## src/rtl/muldiv_iter_if.sv

```systemverilog
// Request/response bundle for the iterative RV32M multiply/divide unit.
// The master drives requests and kill; the slave returns ready, valid and result.
interface muldiv_iter_if #(
  parameter int XLEN = 32
);
  logic            i_valid;
  logic            o_ready;
  logic [2:0]      i_op;
  logic [XLEN-1:0] i_op1;
  logic [XLEN-1:0] i_op2;
  logic            i_kill;
  logic            o_valid;
  logic [XLEN-1:0] o_result;

  modport master (
    output i_valid, i_op, i_op1, i_op2, i_kill,
    input  o_ready, o_valid, o_result
  );

  modport slave (
    input  i_valid, i_op, i_op1, i_op2, i_kill,
    output o_ready, o_valid, o_result
  );
endinterface

```

## src/rtl/muldiv_iter.sv

```systemverilog
// Iterative RV32M multiply/divide: shift-add multiply and restoring divide on
// operand magnitudes, with single-cycle shortcuts for divide corner cases.
module muldiv_iter #(
  parameter int XLEN     = 32,
  parameter bit FAST_MUL = 1'b0
) (
  input  logic          i_clk,
  input  logic          i_rst,
  muldiv_iter_if.slave  bus
);
  localparam int CW = $clog2(XLEN) + 1;
  localparam logic [XLEN-1:0] MIN_INT = {1'b1, {(XLEN-1){1'b0}}};

  typedef enum logic [1:0] {IDLE, CALC, DONE} state_t;

  state_t            state_q, state_d;
  logic [CW-1:0]     cnt_q, cnt_d;
  logic [2:0]        op_q, op_d;
  logic              neg1_q, neg1_d, neg2_q, neg2_d;
  logic              special_q, special_d;
  logic [XLEN-1:0]   mag1_q, mag1_d, mag2_q, mag2_d;
  logic [2*XLEN-1:0] prod_q, prod_d;
  logic              ready_q, ready_d, valid_q, valid_d;
  logic [XLEN-1:0]   result_q, result_d;

  logic              accept;
  logic              signed1, signed2, in_neg1, in_neg2;
  logic              div_zero, div_ovf, fast_mul_req;
  logic [XLEN-1:0]   special_val;
  logic [XLEN:0]     mul_sum;
  logic [2*XLEN-1:0] mul_step, div_step, mul_full, mul_src, mul_signed;
  logic [XLEN:0]     div_shift;
  logic              div_ge;
  logic [XLEN-1:0]   div_rem;
  logic [XLEN-1:0]   quo_s, rem_s, final_res;

  assign accept = bus.i_valid & ready_q;

  // Request decode: operand signedness and the corner cases that skip iteration.
  always_comb begin
    signed1      = bus.i_op[2] ? ~bus.i_op[0] : (bus.i_op[1:0] != 2'b11);
    signed2      = bus.i_op[2] ? ~bus.i_op[0] : ~bus.i_op[1];
    in_neg1      = signed1 & bus.i_op1[XLEN-1];
    in_neg2      = signed2 & bus.i_op2[XLEN-1];
    div_zero     = bus.i_op[2] & (bus.i_op2 == '0);
    div_ovf      = bus.i_op[2] & ~bus.i_op[0] & (bus.i_op1 == MIN_INT) & (bus.i_op2 == '1);
    fast_mul_req = FAST_MUL & ~bus.i_op[2];
    special_val  = '0;
    if (div_zero)
      special_val = bus.i_op[1] ? bus.i_op1 : '1;
    else if (div_ovf)
      special_val = bus.i_op[1] ? '0 : MIN_INT;
  end

  // One iteration step for each operation, plus the finishing sign fix-up.
  always_comb begin
    mul_sum   = {1'b0, prod_q[2*XLEN-1:XLEN]} + {1'b0, (prod_q[0] ? mag2_q : {XLEN{1'b0}})};
    mul_step  = {mul_sum, prod_q[XLEN-1:1]};
    div_shift = {prod_q[2*XLEN-1:XLEN], prod_q[XLEN-1]};
    div_ge    = div_shift >= {1'b0, mag2_q};
    div_rem   = div_ge ? (div_shift[XLEN-1:0] - mag2_q) : div_shift[XLEN-1:0];
    div_step  = {div_rem, prod_q[XLEN-2:0], div_ge};

    mul_full   = {{XLEN{1'b0}}, mag1_q} * {{XLEN{1'b0}}, mag2_q};
    mul_src    = special_q ? mul_full : prod_q;
    mul_signed = (neg1_q ^ neg2_q) ? -mul_src : mul_src;
    quo_s      = (neg1_q ^ neg2_q) ? -prod_q[XLEN-1:0] : prod_q[XLEN-1:0];
    rem_s      = neg1_q ? -prod_q[2*XLEN-1:XLEN] : prod_q[2*XLEN-1:XLEN];

    if (!op_q[2])
      final_res = (op_q[1:0] == 2'b00) ? mul_signed[XLEN-1:0] : mul_signed[2*XLEN-1:XLEN];
    else if (special_q)
      final_res = prod_q[XLEN-1:0];
    else
      final_res = op_q[1] ? rem_s : quo_s;
  end

  always_comb begin
    state_d   = state_q;
    cnt_d     = cnt_q;
    op_d      = op_q;
    neg1_d    = neg1_q;
    neg2_d    = neg2_q;
    special_d = special_q;
    mag1_d    = mag1_q;
    mag2_d    = mag2_q;
    prod_d    = prod_q;
    ready_d   = ready_q;
    valid_d   = 1'b0;
    result_d  = result_q;

    if (bus.i_kill) begin
      state_d = IDLE;
      ready_d = 1'b1;
    end else begin
      unique case (state_q)
        IDLE: if (accept) begin
          state_d   = CALC;
          ready_d   = 1'b0;
          cnt_d     = '0;
          op_d      = bus.i_op;
          neg1_d    = in_neg1;
          neg2_d    = in_neg2;
          mag1_d    = in_neg1 ? -bus.i_op1 : bus.i_op1;
          mag2_d    = in_neg2 ? -bus.i_op2 : bus.i_op2;
          special_d = div_zero | div_ovf | fast_mul_req;
          prod_d    = {{XLEN{1'b0}},
                       (div_zero | div_ovf) ? special_val : (in_neg1 ? -bus.i_op1 : bus.i_op1)};
        end
        // Shortcut requests spend exactly one CALC cycle before DONE.
        CALC: if (special_q || cnt_q == CW'(XLEN)) begin
          state_d  = DONE;
          valid_d  = 1'b1;
          result_d = final_res;
        end else begin
          prod_d = op_q[2] ? div_step : mul_step;
          cnt_d  = cnt_q + 1'b1;
        end
        DONE: begin
          state_d = IDLE;
          ready_d = 1'b1;
        end
        default: begin
          state_d = IDLE;
          ready_d = 1'b1;
        end
      endcase
    end
  end

  always_ff @(posedge i_clk or posedge i_rst) begin
    if (i_rst) begin
      state_q   <= IDLE;
      cnt_q     <= '0;
      op_q      <= '0;
      neg1_q    <= 1'b0;
      neg2_q    <= 1'b0;
      special_q <= 1'b0;
      mag1_q    <= '0;
      mag2_q    <= '0;
      prod_q    <= '0;
      ready_q   <= 1'b1;
      valid_q   <= 1'b0;
      result_q  <= '0;
    end else begin
      state_q   <= state_d;
      cnt_q     <= cnt_d;
      op_q      <= op_d;
      neg1_q    <= neg1_d;
      neg2_q    <= neg2_d;
      special_q <= special_d;
      mag1_q    <= mag1_d;
      mag2_q    <= mag2_d;
      prod_q    <= prod_d;
      ready_q   <= ready_d;
      valid_q   <= valid_d;
      result_q  <= result_d;
    end
  end

  // A kill in the DONE cycle suppresses the pulse without waiting for an edge.
  assign bus.o_valid  = valid_q & ~bus.i_kill;
  assign bus.o_ready  = ready_q;
  assign bus.o_result = result_q;
endmodule

```

## src/flat_wrapper.sv

```systemverilog
// flat-port wrapper written by rule: the top's interface ports become plain ports
module muldiv_iter_flat 
#(
  parameter int XLEN     = 32,
  parameter bit FAST_MUL = 1'b0
)
  (i_clk, i_rst, bus_i_valid, bus_i_op, bus_i_op1, bus_i_op2, bus_i_kill, bus_o_ready, bus_o_valid, bus_o_result);
  muldiv_iter_if #(.XLEN(XLEN)) bus_i ();
  input  logic i_clk;
  input  logic i_rst;
  input wire logic [$bits(bus_i.i_valid)-1:0] bus_i_valid;
  input wire logic [$bits(bus_i.i_op)-1:0] bus_i_op;
  input wire logic [$bits(bus_i.i_op1)-1:0] bus_i_op1;
  input wire logic [$bits(bus_i.i_op2)-1:0] bus_i_op2;
  input wire logic [$bits(bus_i.i_kill)-1:0] bus_i_kill;
  output wire logic [$bits(bus_i.o_ready)-1:0] bus_o_ready;
  output wire logic [$bits(bus_i.o_valid)-1:0] bus_o_valid;
  output wire logic [$bits(bus_i.o_result)-1:0] bus_o_result;
  assign bus_i.i_valid = bus_i_valid;
  assign bus_i.i_op = bus_i_op;
  assign bus_i.i_op1 = bus_i_op1;
  assign bus_i.i_op2 = bus_i_op2;
  assign bus_i.i_kill = bus_i_kill;
  assign bus_o_ready = bus_i.o_ready;
  assign bus_o_valid = bus_i.o_valid;
  assign bus_o_result = bus_i.o_result;
  muldiv_iter #(.XLEN(XLEN), .FAST_MUL(FAST_MUL)) u_core (.i_clk(i_clk), .i_rst(i_rst), .bus(bus_i));
endmodule
```

## config.mk

```make
export PLATFORM = sky130hd
export DESIGN_NAME = muldiv_iter_flat
export DESIGN_NICKNAME = d
export VERILOG_FILES = /design/src/rtl/muldiv_iter_if.sv /design/src/rtl/muldiv_iter.sv /design/src/flat_wrapper.sv
export SDC_FILE = /design/constraint.sdc
export NUM_CORES = 2
export LEC_CHECK = 0
export ABC_AREA = 1
export CORE_MARGIN = 8
export CORE_UTILIZATION = 55
export CTS_BUF_LIST = sky130_fd_sc_hd__clkbuf_4
export CTS_CLUSTER_SIZE = 24
export DETAILED_ROUTE_END_ITERATION = 10
export GPL_TIMING_DRIVEN = 0
export PLACE_DENSITY = 0.72
export SYNTH_ARGS = -nofsm -noshare
export SYNTH_HDL_FRONTEND = slang
export SYNTH_SLANG_ARGS = --single-unit
```

## constraint.sdc

```tcl
create_clock -name i_clk -period 15.1 [get_ports i_clk]
set_clock_uncertainty 0.05 [all_clocks]
set_input_delay 3.02 -clock i_clk [delete_from_list [all_inputs] [get_ports i_clk]]
set_output_delay 3.02 -clock i_clk [all_outputs]
set_load 0.05 [all_outputs]
```

==> run summary <==
flops & latches, synth = 176
MaxCap Viol Count = 2
Adder-Cell Fraction of Synth Area = 40.1%
first-pass GRT wire length = 363 mm
actual slew at the worst max-slew pin = 1.52 ns
minimum clock period = 10.67 ns
ranking of synthesized cells by area = fa_1, nand2_1, inv_1, dfrtp_1, ha_1
setup_tns = 0 ns
arrival time at the worst endpoint = 11.18 ns
Final Hold Fails = 0
post-synth cell types = 59
CTS Hold Bufs = 0
Starting DRT DRC Count = 6696
status = finished, violations left
Final Wtd Congestion = 1.10
FP Rows = 116
fmax = 93.7 MHz
Cell Count, Final, Fillers Out = 9647
vias in the first global route = 55100
Crit path top cell by count = nand2_1
Sink Count = 176
simple logic cell fraction of the synthesized area = 25.1%
hpwl dp = 212 mm
gr usage total = 44.5%
io pins = 105
post-route cell area = 58300 µm²
crit path from = u_core.mag2_q[14]$_DFFE_PP0P_
die height = 333 µm
Detailed Route WL = 250 mm
core region area = 99900 µm²
Hold WC Path Type = register to register
Worst Path Required = 15.61 ns
Syn Nets = 9505
failing checks = capacitance limit, slew limit
crit path to = u_core.bus.o_result[26]$_DFFE_PP0P_
startpoint types = register
via count = 56000
synthesized cell area = 55200 µm²
r2r startpoint = u_core.mag2_q[14]$_DFFE_PP0P_
CP Max Fanout = 10
Worst-Skew Late Latency = 0.68 ns
pin count of the biggest net entering global routing = 122
Worst slew margin = -1.34%
antenna-violating nets left = 0
Slowest-stage cell, CP = clkbuf_1
largest family of logic cells by synthesized area = adder cells
postcts setup bufs = 0
Synthesis Warnings = 0
R2R Path End = u_core.bus.o_result[26]$_DFFE_PP0P_
post-CTS resize count = 0
post-synth top area cell = fa_1
top_reg_cell synth = dfrtp_1
clock root cell = clkbuf_4
CP Class = register to register
critical path capture point type = register
# placed instances = 9604
fin nets = 9629
Routed WL per cell = 26.0 µm
Final setup viols = 0
Area Overhead vs Synth = 5.52%
ys async rst share = 100%
Reg clk slew, reported paths = 0.15 ns
drt pass-1 iters = 9
Synth top area share = 32.6%
Post-synth EDFFs = 0
Post-Syn Instances = 8201
post-synthesis sequential area ratio = 7.98%
Synth Area in Compound Gates = 7.93%
Layout Utilization = 58.4%
Synth Area in XOR/XNOR = 1.79%
final worst path period share = 70.6%
final slew viol count = 22
CTS Buf Count = 17
max incr delay on CP = 1.18 ns
die area = 111000 µm²
PortBufs = 104
Syn Area/Cell = 6.73 µm²
layout cells sized above 1 = 2.46%
die span in x = 333 µm
mux cell area share after synthesis = 0%
Post-DP Area = 57900 µm²
setup slack, reg-to-reg = 4.43 ns
RSZ-0062 raised after global routing = no
Reg2Reg Depth = 33
initial antenna violation count = 18
CTS Buffer Depth = 2
vias per cell = 5.81
Starting Density = 55.3%
CTS tree = built
DR DRC count = 0
H-tree levels = 4
grt ovf = 0
layout by cell type, fill, tap and decap left out, types with 9 or more instances in the layout:
cell type        count
nor3_1              46
buf_2               15
inv_2               31
fa_1               898
o21ai_0            316
dfrtp_1            175
o2111ai_1           28
clkinv_1            10
nor2_2              33
nor2_4               9
o21ai_1             21
clkbuf_1           340
o211ai_1            20
diode_2             11
a21oi_1            297
nand2_2             29
clkbuf_4            19
buf_4               10
nand3_1            311
nor4_1              19
xor2_1              77
a31oi_1             45
nand2_1           2468
inv_1             2052
xnor2_1             36
clkdlybuf4s50_1    104
ha_1               335
nor2_1             381
buf_1               26
nand4_1             66
cell type report:
cell class	instances	area (µm²)
clock inverter	13	180
fill	10000	41600
clock buffer	19	143
sequential	176	4410
inverter	2093	7860
timing repair buffer	105	1070
tap	1298	1620
multi-input combinational	5540	41400
buffer	392	1540
antenna	11	27.5
per-stage QoR:
| step | hold WS, ns | setup slack (ns) |
|---|---|---|
| global route | 0.475 | 4.31 |
| detailed placement | 0.424 | 4.94 |
| CTS | 0.441 | 4.88 |
| floorplan | 0.384 | 7.26 |
| finish | 0.444 | 4.43 |
| global placement | 0.418 | 4.68 |
worst min path at each step:
stage / from / to / slack (ns) / depth (start not counted)
2_1_floorplan: u_core.cnt_q[5]$_DFFE_PP0P_ / u_core.cnt_q[5]$_DFFE_PP0P_ / 0.38 / 1
3_3_place_gp: u_core.cnt_q[5]$_DFFE_PP0P_ / u_core.cnt_q[5]$_DFFE_PP0P_ / 0.42 / 1
3_5_place_dp: u_core.cnt_q[5]$_DFFE_PP0P_ / u_core.cnt_q[5]$_DFFE_PP0P_ / 0.42 / 1
4_1_cts: u_core.cnt_q[5]$_DFFE_PP0P_ / u_core.cnt_q[5]$_DFFE_PP0P_ / 0.44 / 1
5_1_grt: u_core.cnt_q[5]$_DFFE_PP0P_ / u_core.cnt_q[5]$_DFFE_PP0P_ / 0.47 / 1
6_report: u_core.cnt_q[5]$_DFFE_PP0P_ / u_core.cnt_q[5]$_DFFE_PP0P_ / 0.44 / 1
routing by layer:
metal	track usage, %	wire length (µm)
met1	52.9	87800
met2	66.7	104000
met3	15.5	34900
met4	32.3	23500
met5	0	56
state kept, by name (all words and copies together) (netlist names):
| name | count |
|---|---|
| u_core.valid_q | 1 |
| u_core.cnt_q | 6 |
| u_core.mag1_q | 32 |
| u_core.bus.o_result | 32 |
| u_core.op_q | 3 |
| u_core.neg1_q | 1 |
| u_core.neg2_q | 1 |
| u_core.bus.o_ready | 1 |
| u_core.prod_q | 64 |
| u_core.state_q | 2 |
| u_core.special_q | 1 |
| u_core.mag2_q | 32 |
logic make-up after synthesis:
logic type,Yosys count
AO/OA/AOI/OAI,789
XOR/XNOR,113
adder cells (fa/ha/maj),1233
buffers and inverters,2485
flip-flops,176
AND/OR/NAND/NOR,3405
Yosys cell counts (3+ instances only):
| cell | instances |
|---|---|
| nor4_1 | 19 |
| o21ai_1 | 21 |
| o21ai_2 | 4 |
| nand2_1 | 2468 |
| buf_1 | 26 |
| dfrtp_1 | 175 |
| clkbuf_1 | 340 |
| inv_1 | 2053 |
| nor2_4 | 9 |
| xor2_1 | 77 |
| or2_2 | 7 |
| fa_1 | 898 |
| nand4_1 | 66 |
| o2111ai_1 | 28 |
| nand2_2 | 29 |
| o41ai_1 | 3 |
| a31oi_1 | 45 |
| a21o_1 | 5 |
| clkinv_1 | 9 |
| a221oi_1 | 4 |
| and2_1 | 5 |
| o31ai_1 | 6 |
| nor2_2 | 33 |
| buf_2 | 15 |
| a21oi_1 | 297 |
| buf_4 | 10 |
| o211ai_1 | 20 |
| inv_2 | 31 |
| a21oi_2 | 6 |
| o21bai_1 | 7 |
| nand3_1 | 311 |
| o221ai_1 | 8 |
| xnor2_1 | 36 |
| nor2_1 | 381 |
| nor3_1 | 46 |
| ha_1 | 335 |
| nand3b_1 | 7 |
| nor3_2 | 8 |
| o21ai_0 | 316 |
| nand2_4 | 3 |
| o21a_1 | 4 |
| nand3_2 | 7 |
worst max-delay path: cells and delay by family (launching register included):
kind            cells  cell delay (ns)
fa+ha+maj           9             4.48
simple gates       18             3.37
buf+inv             5             2.19
flops               1             0.35
compound gates      1             0.14
Power is not shown: default switching activity piles up to over one toggle a cycle in this logic, so the estimate is an artifact.
